==> src/rtl/rv32i_pkg.sv <==
// Shared RV32I definitions: fetch FSM states, the canonical NOP and the
// major opcodes also used by the control unit.
package rv32i_pkg;

    typedef enum logic [2:0] {
        S_RESET = 3'd0,
        S_REQ   = 3'd1,
        S_WAIT  = 3'd2,
        S_HOLD  = 3'd3,
        S_FAULT = 3'd4
    } fetch_state_t;

    localparam logic [31:0] NOP_INSTR = 32'h0000_0013;

    localparam logic [6:0] OP_LOAD   = 7'b0000011;
    localparam logic [6:0] OP_STORE  = 7'b0100011;
    localparam logic [6:0] OP_RTYPE  = 7'b0110011;
    localparam logic [6:0] OP_BRANCH = 7'b1100011;
    localparam logic [6:0] OP_JAL    = 7'b1101111;

    function automatic logic word_aligned(input logic [1:0] low_bits);
        return (low_bits == 2'b00);
    endfunction

endpackage

==> src/rtl/fetch_stage_next_pc_sel.sv <==
// Next-PC mux: sequential pc+4 or the control-selected target, plus a flag
// for targets that are not word aligned.
module next_pc_sel
    import rv32i_pkg::*;
#(
    parameter int XLEN = 32
) (
    input  logic [XLEN-1:0] pc,
    input  logic            pc_src,
    input  logic [XLEN-1:0] pc_target,
    output logic [XLEN-1:0] next_pc,
    output logic            misaligned
);

    // Select target or fall-through, then flag a misaligned result.
    always_comb begin
        next_pc = pc + 32'd4;
        if (pc_src) begin
            next_pc = pc_target;
        end else begin
            next_pc = pc + 32'd4;
        end
        misaligned = !word_aligned(next_pc[1:0]);
    end

endmodule

==> src/rtl/fetch_stage.sv <==
// RV32I instruction fetch: owns the PC, issues one outstanding imem request
// at a time and holds the returned word for decode until it is consumed.
module fetch_stage
    import rv32i_pkg::*;
#(
    parameter logic [31:0] RESET_PC = 32'h0000_0000,
    parameter int          XLEN     = 32
) (
    input  logic            clk,
    input  logic            rst_n,
    output logic            imem_req_valid,
    input  logic            imem_req_ready,
    output logic [XLEN-1:0] imem_addr,
    input  logic            imem_rsp_valid,
    input  logic [XLEN-1:0] imem_rdata,
    output logic            instr_valid,
    input  logic            instr_ready,
    output logic [XLEN-1:0] instr,
    output logic [6:0]      op_code,
    output logic [2:0]      func3,
    output logic [6:0]      func7,
    output logic [XLEN-1:0] pc,
    output logic [XLEN-1:0] pc_plus4,
    input  logic            pc_src,
    input  logic [XLEN-1:0] pc_target,
    output logic            fetch_fault
);

    fetch_state_t    state_r;
    logic [XLEN-1:0] pc_r;
    logic [XLEN-1:0] instr_r;
    logic            instr_valid_r;
    logic            req_valid_r;
    logic            fault_r;
    logic [XLEN-1:0] next_pc_s;
    logic            misaligned_s;

    next_pc_sel #(
        .XLEN(XLEN)
    ) u_next_pc_sel (
        .pc        (pc_r),
        .pc_src    (pc_src),
        .pc_target (pc_target),
        .next_pc   (next_pc_s),
        .misaligned(misaligned_s)
    );

    // Fetch FSM; every visible control output is a register updated here.
    always_ff @(posedge clk) begin
        if (!rst_n) begin
            state_r       <= S_RESET;
            pc_r          <= RESET_PC;
            instr_r       <= NOP_INSTR;
            instr_valid_r <= 1'b0;
            req_valid_r   <= 1'b0;
            fault_r       <= 1'b0;
        end else begin
            case (state_r)
                S_RESET: begin
                    state_r     <= S_REQ;
                    req_valid_r <= 1'b1;
                end
                S_REQ: begin
                    if (imem_req_ready) begin
                        state_r     <= S_WAIT;
                        req_valid_r <= 1'b0;
                    end
                end
                S_WAIT: begin
                    if (imem_rsp_valid) begin
                        state_r       <= S_HOLD;
                        instr_r       <= imem_rdata;
                        instr_valid_r <= 1'b1;
                    end
                end
                S_HOLD: begin
                    if (instr_valid_r && instr_ready) begin
                        pc_r          <= next_pc_s;
                        instr_valid_r <= 1'b0;
                        if (misaligned_s) begin
                            state_r <= S_FAULT;
                            fault_r <= 1'b1;
                        end else begin
                            state_r     <= S_REQ;
                            req_valid_r <= 1'b1;
                        end
                    end
                end
                S_FAULT: begin
                    req_valid_r   <= 1'b0;
                    instr_valid_r <= 1'b0;
                    fault_r       <= 1'b1;
                end
                // Corrupted encoding: park in the fault state rather than fetch.
                default: begin
                    state_r       <= S_FAULT;
                    req_valid_r   <= 1'b0;
                    instr_valid_r <= 1'b0;
                    fault_r       <= 1'b1;
                end
            endcase
        end
    end

    assign imem_req_valid = req_valid_r;
    assign imem_addr      = pc_r;
    assign instr_valid    = instr_valid_r;
    assign instr          = instr_r;
    assign pc             = pc_r;
    assign fetch_fault    = fault_r;
    assign op_code        = instr_r[6:0];
    assign func3          = instr_r[14:12];
    assign func7          = instr_r[31:25];
    assign pc_plus4       = pc_r + 32'd4;

endmodule

==> config.mk <==
export PLATFORM = sky130hd
export DESIGN_NAME = fetch_stage
export DESIGN_NICKNAME = d
export VERILOG_FILES = /design/src/rtl/rv32i_pkg.sv /design/src/rtl/fetch_stage_next_pc_sel.sv /design/src/rtl/fetch_stage.sv
export SDC_FILE = /design/constraint.sdc
export NUM_CORES = 1
export LEC_CHECK = 0
export BUFFER_PORTS_ARGS = -buffer_cell sky130_fd_sc_hd__buf_2
export CELL_PAD_IN_SITES_DETAIL_PLACEMENT = 0
export CELL_PAD_IN_SITES_GLOBAL_PLACEMENT = 2
export CORE_ASPECT_RATIO = 1.4
export CORE_UTILIZATION = 25
export DETAILED_ROUTE_END_ITERATION = 12
export GPL_ROUTABILITY_DRIVEN = 1
export PLACE_DENSITY = 0.82
export SLEW_MARGIN = 20
export SYNTH_ARGS = -nofsm -noshare
export SYNTH_HDL_FRONTEND = slang
export SYNTH_HIERARCHICAL = 1
export SYNTH_SLANG_ARGS = --single-unit
==> constraint.sdc <==
create_clock -name clk -period 2.5 [get_ports clk]
set_input_delay 0.125 -clock clk [delete_from_list [all_inputs] [get_ports clk]]
set_output_delay 0.125 -clock clk [all_outputs]
set_load 0.01 [all_outputs]
Yosys cells after proc, flatten, opt, wreduce, memory -nomap -nowiden
Index checks and enable logic that the tools add are counted.
{"block": "classes", "addsub": 1, "n_eq_ne": 9, "muxes": 16, "bitwise": 4, "reduce_logical": 11}
{"op": "32-bit by 3-bit adder with 32-bit output, second input constant", "count": 1}
{"op": "32-bit two-way mux", "count": 1}
{"op": "3-bit one-hot mux with 5 select lines", "count": 1}
{"op": "3-bit two-way mux", "count": 4}
{"op": "2-bit != test, second input constant", "count": 4}
{"op": "4-bit AND reduction", "count": 2}
{"op": "1-bit two-way mux", "count": 7}
{"op": "3-bit by 2-bit == test with 1-bit output, second input constant", "count": 2}
{"op": "3-bit AND reduction", "count": 2}
{"op": "1-bit NOT", "count": 4}
{"op": "1-bit one-hot mux with 4 select lines", "count": 1}
{"op": "2-bit AND reduction", "count": 2}
{"op": "3-bit by 1-bit == test with 1-bit output, second input constant", "count": 1}
{"op": "3-bit == test, second input constant", "count": 1}
{"op": "3-bit zero test", "count": 1}
{"op": "1-bit one-hot mux with 3 select lines", "count": 1}
{"op": "3-bit OR reduction", "count": 1}
{"op": "2-bit zero test", "count": 1}
{"op": "2-bit by 1-bit != test with 1-bit output, second input constant", "count": 1}
{"op": "1-bit one-hot mux with 2 select lines", "count": 1}
{"op": "2-bit OR reduction", "count": 1}
{"op": "1-bit logical AND", "count": 1}
{"block": "totals", "reg_bits": 70, "in_bits": 70}

Logic depth before layout (Yosys ltp)
{"block": "logic_depth", "ltp_word": 6, "ltp_mapped": 8, "ltp_nobuf": 7}

Modules after synthesis
Netlist, hierarchy kept.
{"mod": "fetch_stage", "n_inst": 1, "cells_each": 449, "area_per_inst_um2": 3627.2}
{"mod": "next_pc_sel", "n_inst": 1, "cells_each": 165, "area_per_inst_um2": 997.2}

Least setup slack after synthesis
OpenSTA, ideal clock, no wires.
{"block": "synth_path", "path_type": "register to register", "from": "register pc_r[2] (netlist: imem_addr[2])", "to": "register pc_r[28] (netlist: imem_addr[28])", "t_arrival_ns": 2.035, "t_required_ns": 2.430, "path_slack_ns": 0.395, "stages_incl_launch_ff": 9, "synth_period_minus_slack_ns": 2.105, "cell_sequence": "dfxtp_1 -> ha_1 -> and4_4 -> nand4_4 -> buf_6 -> or4_1 -> a31oi_1 -> nand2_1 -> a21boi_1"}
{"block": "synth_via", "elab_chain_cells": 2}
{"item": "start: declaration", "line_no": "fetch_stage.sv:30", "source": "logic [XLEN-1:0] pc_r;"}
{"item": "start signal: assignment", "line_no": "fetch_stage.sv:78", "source": "pc_r <= next_pc_s;"}
{"item": "32-bit by 3-bit adder with 32-bit output", "line_no": "fetch_stage_next_pc_sel.sv:21", "source": "next_pc = pc + 32'd4;"}
{"item": "32-bit two-way mux", "line_no": "fetch_stage_next_pc_sel.sv:18", "source": "if (pc_src) begin"}
{"item": "net next_pc_s[28]", "line_no": "fetch_stage.sv:35", "source": "logic [XLEN-1:0] next_pc_s;"}
The timed path passes the listed nets, and every way through them passes these cells.
A chain may end at the register's enable or synchronous reset.

Final worst setup path
{"block": "layout_path", "from": "register pc_r[12] (netlist: imem_addr[12])", "to": "output port pc_plus4[31]"}
{"block": "layout_via", "elab_chain_cells": 1}
{"item": "32-bit by 3-bit adder with 32-bit output", "line_no": "fetch_stage.sv:114", "source": "assign pc_plus4 = pc_r + 32'd4;"}
{"item": "end: declaration", "line_no": "fetch_stage.sv:23", "source": "output logic [XLEN-1:0] pc_plus4,"}
No other way between the ends.

==> results_tabular.tex <==
\begin{tabular}{lr}
\hline
Metric & Value \\
\hline
\multicolumn{2}{l}{\textbf{STA}} \\
Timing-limited maximum frequency & 432 MHz \\
Setup repair after global routing missed its margin & no \\
Final-report hold violation count & 0 \\
Period minus WS final & 2.31 ns \\
Slew at the pin closest to its max-slew limit & 0.830 ns \\
Finish-stage setup viols & 0 \\
Clock Skews & 0.00681 ns \\
Max-slew violation count & 0 \\
Post-route setup TNS & 0 ns \\
Worst slew slack as a fraction of its limit & 0.446 \\
Final clock period utilization by the worst path & 0.925 \\
\multicolumn{2}{l}{\textbf{Synth}} \\
Area fraction in compound gates after synthesis & 0.163 \\
Xor/xnor cell area share of the yosys netlist & 0.0777 \\
Sequential-to-total area share from yosys stat & 0.303 \\
Post-Synth Adder-Cell Area & 0.00541 \\
Number of enable-type register cells in the synthesized netlist & 0 \\
Leading cell types by total area after synthesis & dfxtp\_1, nand2\_1, a21boi\_1 \\
Flip-flop and latch count after synthesis & 70 \\
Post-synth design cell area & 4620 µm² \\
Cell count after synthesis & 614 \\
Predominant post-synthesis flop cell & dfxtp\_1 \\
Largest area contributor in the synthesized netlist & dfxtp\_1 \\
Number of different library cells in the post-synthesis netlist & 45 \\
Combinational family with the most area after synthesis & simple AND/OR/NAND/NOR gates \\
Async SR Flop Fraction & 0 \\
Portion of netlist area occupied by mux cells & 0.00974 \\
Share of the synthesized area in the top cell type & 0.303 \\
Count of yosys warnings during synthesis & 6 \\
Syn Nets & 686 \\
Per-instance average area after synthesis & 7.53 µm² \\
Area share of and/or/nand/nor cells after synthesis & 0.317 \\
\multicolumn{2}{l}{\textbf{GRT}} \\
Number of global-route vias before repair & 4,250 \\
Pin count of the biggest net entering global routing & 37 \\
Wire length of the first global-routing pass & 22,700 µm \\
Global routing usage summed across all routing layers & 0.155 \\
Initial antenna violation count & 0 \\
Global route total overflow & 0 \\
\multicolumn{2}{l}{\textbf{Setup path}} \\
Required time worst endpoint & 2.38 ns \\
CP max stage cell & nor4\_2 \\
Worst Setup Start Kind & flop \\
Category of the worst setup path capture point & output port \\
Largest driver fanout on the critical path & 9 \\
Worst Path Arrival & 2.19 ns \\
Type of the worst setup path & flop to output port \\
Cells along the critical path & buf\_4, and4\_1, nand4\_4, nor4\_2, xor2\_1, buf\_2 \\
Stage delay of the slowest cell on the critical path & 0.48 ns \\
\multicolumn{2}{l}{\textbf{Die}} \\
Rows & 58 \\
Core Area & 18,100 µm² \\
Die height & 163 µm \\
Chip Width & 117 µm \\
Die Footprint & 19,100 µm² \\
Effective utilization at floorplan & 0.256 \\
Count of pins on the block boundary & 218 \\
\multicolumn{2}{l}{\textbf{Power and ir drop}} \\
Internal power & 2130 µW \\
Static leakage & 0.00285 µW \\
Switching portion of total power & 0.240 \\
Clock share of power & 0.506 \\
Combinational share of power & 0.083 \\
Highest ir drop seen on vdd & 0.321 mV \\
Share of total power in sequential cells & 0.411 \\
Net load switching power & 672 µW \\
Power per Cell Area & 457 nW/µm² \\
\multicolumn{2}{l}{\textbf{Route}} \\
Total via count after detailed routing & 4,736 \\
Post-detailed-routing wire length & 15,000 µm \\
Drt drc & 0 \\
Vias per cell & 4.57 \\
First-pass iteration count of the detailed router & 5 \\
Count of nets left with antenna violations after detail routing & 0 \\
Starting DRT DRC Count & 203 \\
Routed wire length per instance & 14.4 µm \\
\multicolumn{2}{l}{\textbf{Hold path}} \\
Worst min-delay path class & input port to flop \\
\multicolumn{2}{l}{\textbf{CTS}} \\
Number of buffers added for setup after CTS & 0 \\
\# H-tree levels & 3 \\
Root buffer cell & clkbuf\_16 \\
TritonCTS buffer count & 9 \\
Number of buffers on the longest clock path & 2 \\
Clock tree from TritonCTS & yes \\
Clock slew at the register clock pins of the worst setup and hold paths & 0.06 ns \\
Clk sink count & 70 \\
Clock latency on the worst-skew pair & 0.34 ns \\
\multicolumn{2}{l}{\textbf{Flow run}} \\
Max-cap viol count & 0 \\
\multicolumn{2}{l}{\textbf{Run status}} \\
Result of the run & finished, final reports clean \\
\multicolumn{2}{l}{\textbf{Cells and area}} \\
Number of nets at the end of the flow & 864 \\
Design Area, Final & 6120 µm² \\
Signed area change from the synthesized netlist to the final layout & 32.4\% \\
Sequential cell area & 1400 µm² \\
Antenna diode instance count & 0 \\
Fraction of final layout cells sized beyond drive strength 1 & 0.364 \\
Count of fill cells added during filler insertion & 2,012 \\
Total area of multi-input combinational cells & 2690 µm² \\
\multicolumn{2}{l}{\textbf{Placement}} \\
Routability Congestion & 0.719 \\
Number of buffers inserted by port buffering & 217 \\
Total cell area at the placement stage & 5740 µm² \\
DP HPWL & 10,700 µm \\
\hline
\end{tabular}
==> area by class of cell <==
| class | count | area share |
|---|---|---|
| multi-input combinational | 448 | 0.439 |
| sequential | 70 | 0.229 |
| timing repair buffer | 252 | 0.224 |
| tap | 240 | 0.0490 |
| clock buffer | 9 | 0.0368 |
| clock inverter | 7 | 0.0159 |
| inverter | 11 | 0.00674 |
==> placed cells by master, fill, tap and decap left out, types with 16 or more instances in the layout <==
cell / netlist / final
xnor2_1: 16 / 16
dfxtp_1: 70 / 70
nand3_1: 21 / 21
buf_4: 51 / 31
o21ai_0: 22 / 22
a21boi_1: 61 / 61
nand2_1: 162 / 162
nor2_1: 26 / 25
xor2_1: 25 / 25
buf_2: 3 / 217
==> sequential cells by signal (all words and copies together) (netlist names) <==
register / flops
fetch_fault: 1
imem_addr: 32
imem_req_valid: 1
instr: 32
instr_valid: 1
state_r: 3
==> Yosys cell counts, types with 3 or more instances <==
cell type	count
nand2_1	162
dfxtp_1	70
a21boi_1	61
buf_4	51
clkbuf_1	29
nor2_1	26
xor2_1	25
o21ai_0	22
nand3_1	21
xnor2_1	16
a31oi_1	15
inv_1	11
nand4_1	11
nor3_1	8
o31ai_1	7
or4_1	7
and3_1	6
and4_1	6
nor4_2	6
or3_1	6
nor4_1	5
a21oi_1	4
mux2_2	4
buf_2	3
nand4_2	3
==> per-layer routing <==
metal / up-vias / part of all wire / GRT usage
met5: - / 0 / 0
met4: 0 / 0.013 / 0.0529
met3: 10 / 0.028 / 0.0167
met2: 107 / 0.53 / 0.278
met1: 2218 / 0.43 / 0.190
li1: 2401 / - / -
==> logic make-up after synthesis <==
family / count (synthesis)
flops: 70
mux: 4
fa+ha+maj: 2
xor+xnor: 41
buf+inv: 96
compound gates: 112
simple gates: 289
==> power by group through the flow <==
stage,Combinational (µW),Clock (µW),Sequential [µW]
2_1_floorplan,117,0,1180
3_3_place_gp,233,0,1170
3_5_place_dp,232,0,1180
4_1_cts,236,1470,1150
5_1_grt,260,1510,1150
6_report,232,1420,1150
==> path summary, 6_finish.rpt <==
path                                      from             to  slack (ns)  depth (start not counted)
worst max-delay path             imem_addr[12]   pc_plus4[31]        0.19                          6
worst min-delay path            imem_rdata[15]      instr[15]        0.02                          3
worst max register to register    imem_addr[2]  imem_addr[30]        0.26                          7
worst min register to register       instr[18]      instr[18]        0.45                          2
==> worst max-delay path, delay by kind of cell, from the launching register on <==
kind          cells  cell delay (ns)
simple gates      3             0.98
buf+inv           2             0.32
xor+xnor          1             0.17
flops             1             0.37
==> repair_timing <==
action / 4_1_cts / 5_1_grt
resized for setup: 0 / 3
hold buffers: 3 / 0
endpoints found under the setup margin: 0 / 12
endpoints found under the hold margin: 3 / 0
==> through the flow <==
stage	cells	power, µW	utilization	hold WS [ns]	setup slack [ns]
after floorplan	614	1300	-	0.249	0.395
after global placement	1018	1410	0.318	0.332	0.308
after detailed placement	1018	1410	0.318	0.335	0.272
after CTS	1037	2850	0.337	0.00155	0.0150
after global routing	1037	2920	0.339	0.0140	0.0298
final	1037	2800	0.339	0.0153	0.188
Note: power is estimated with default switching activity, not from simulation.
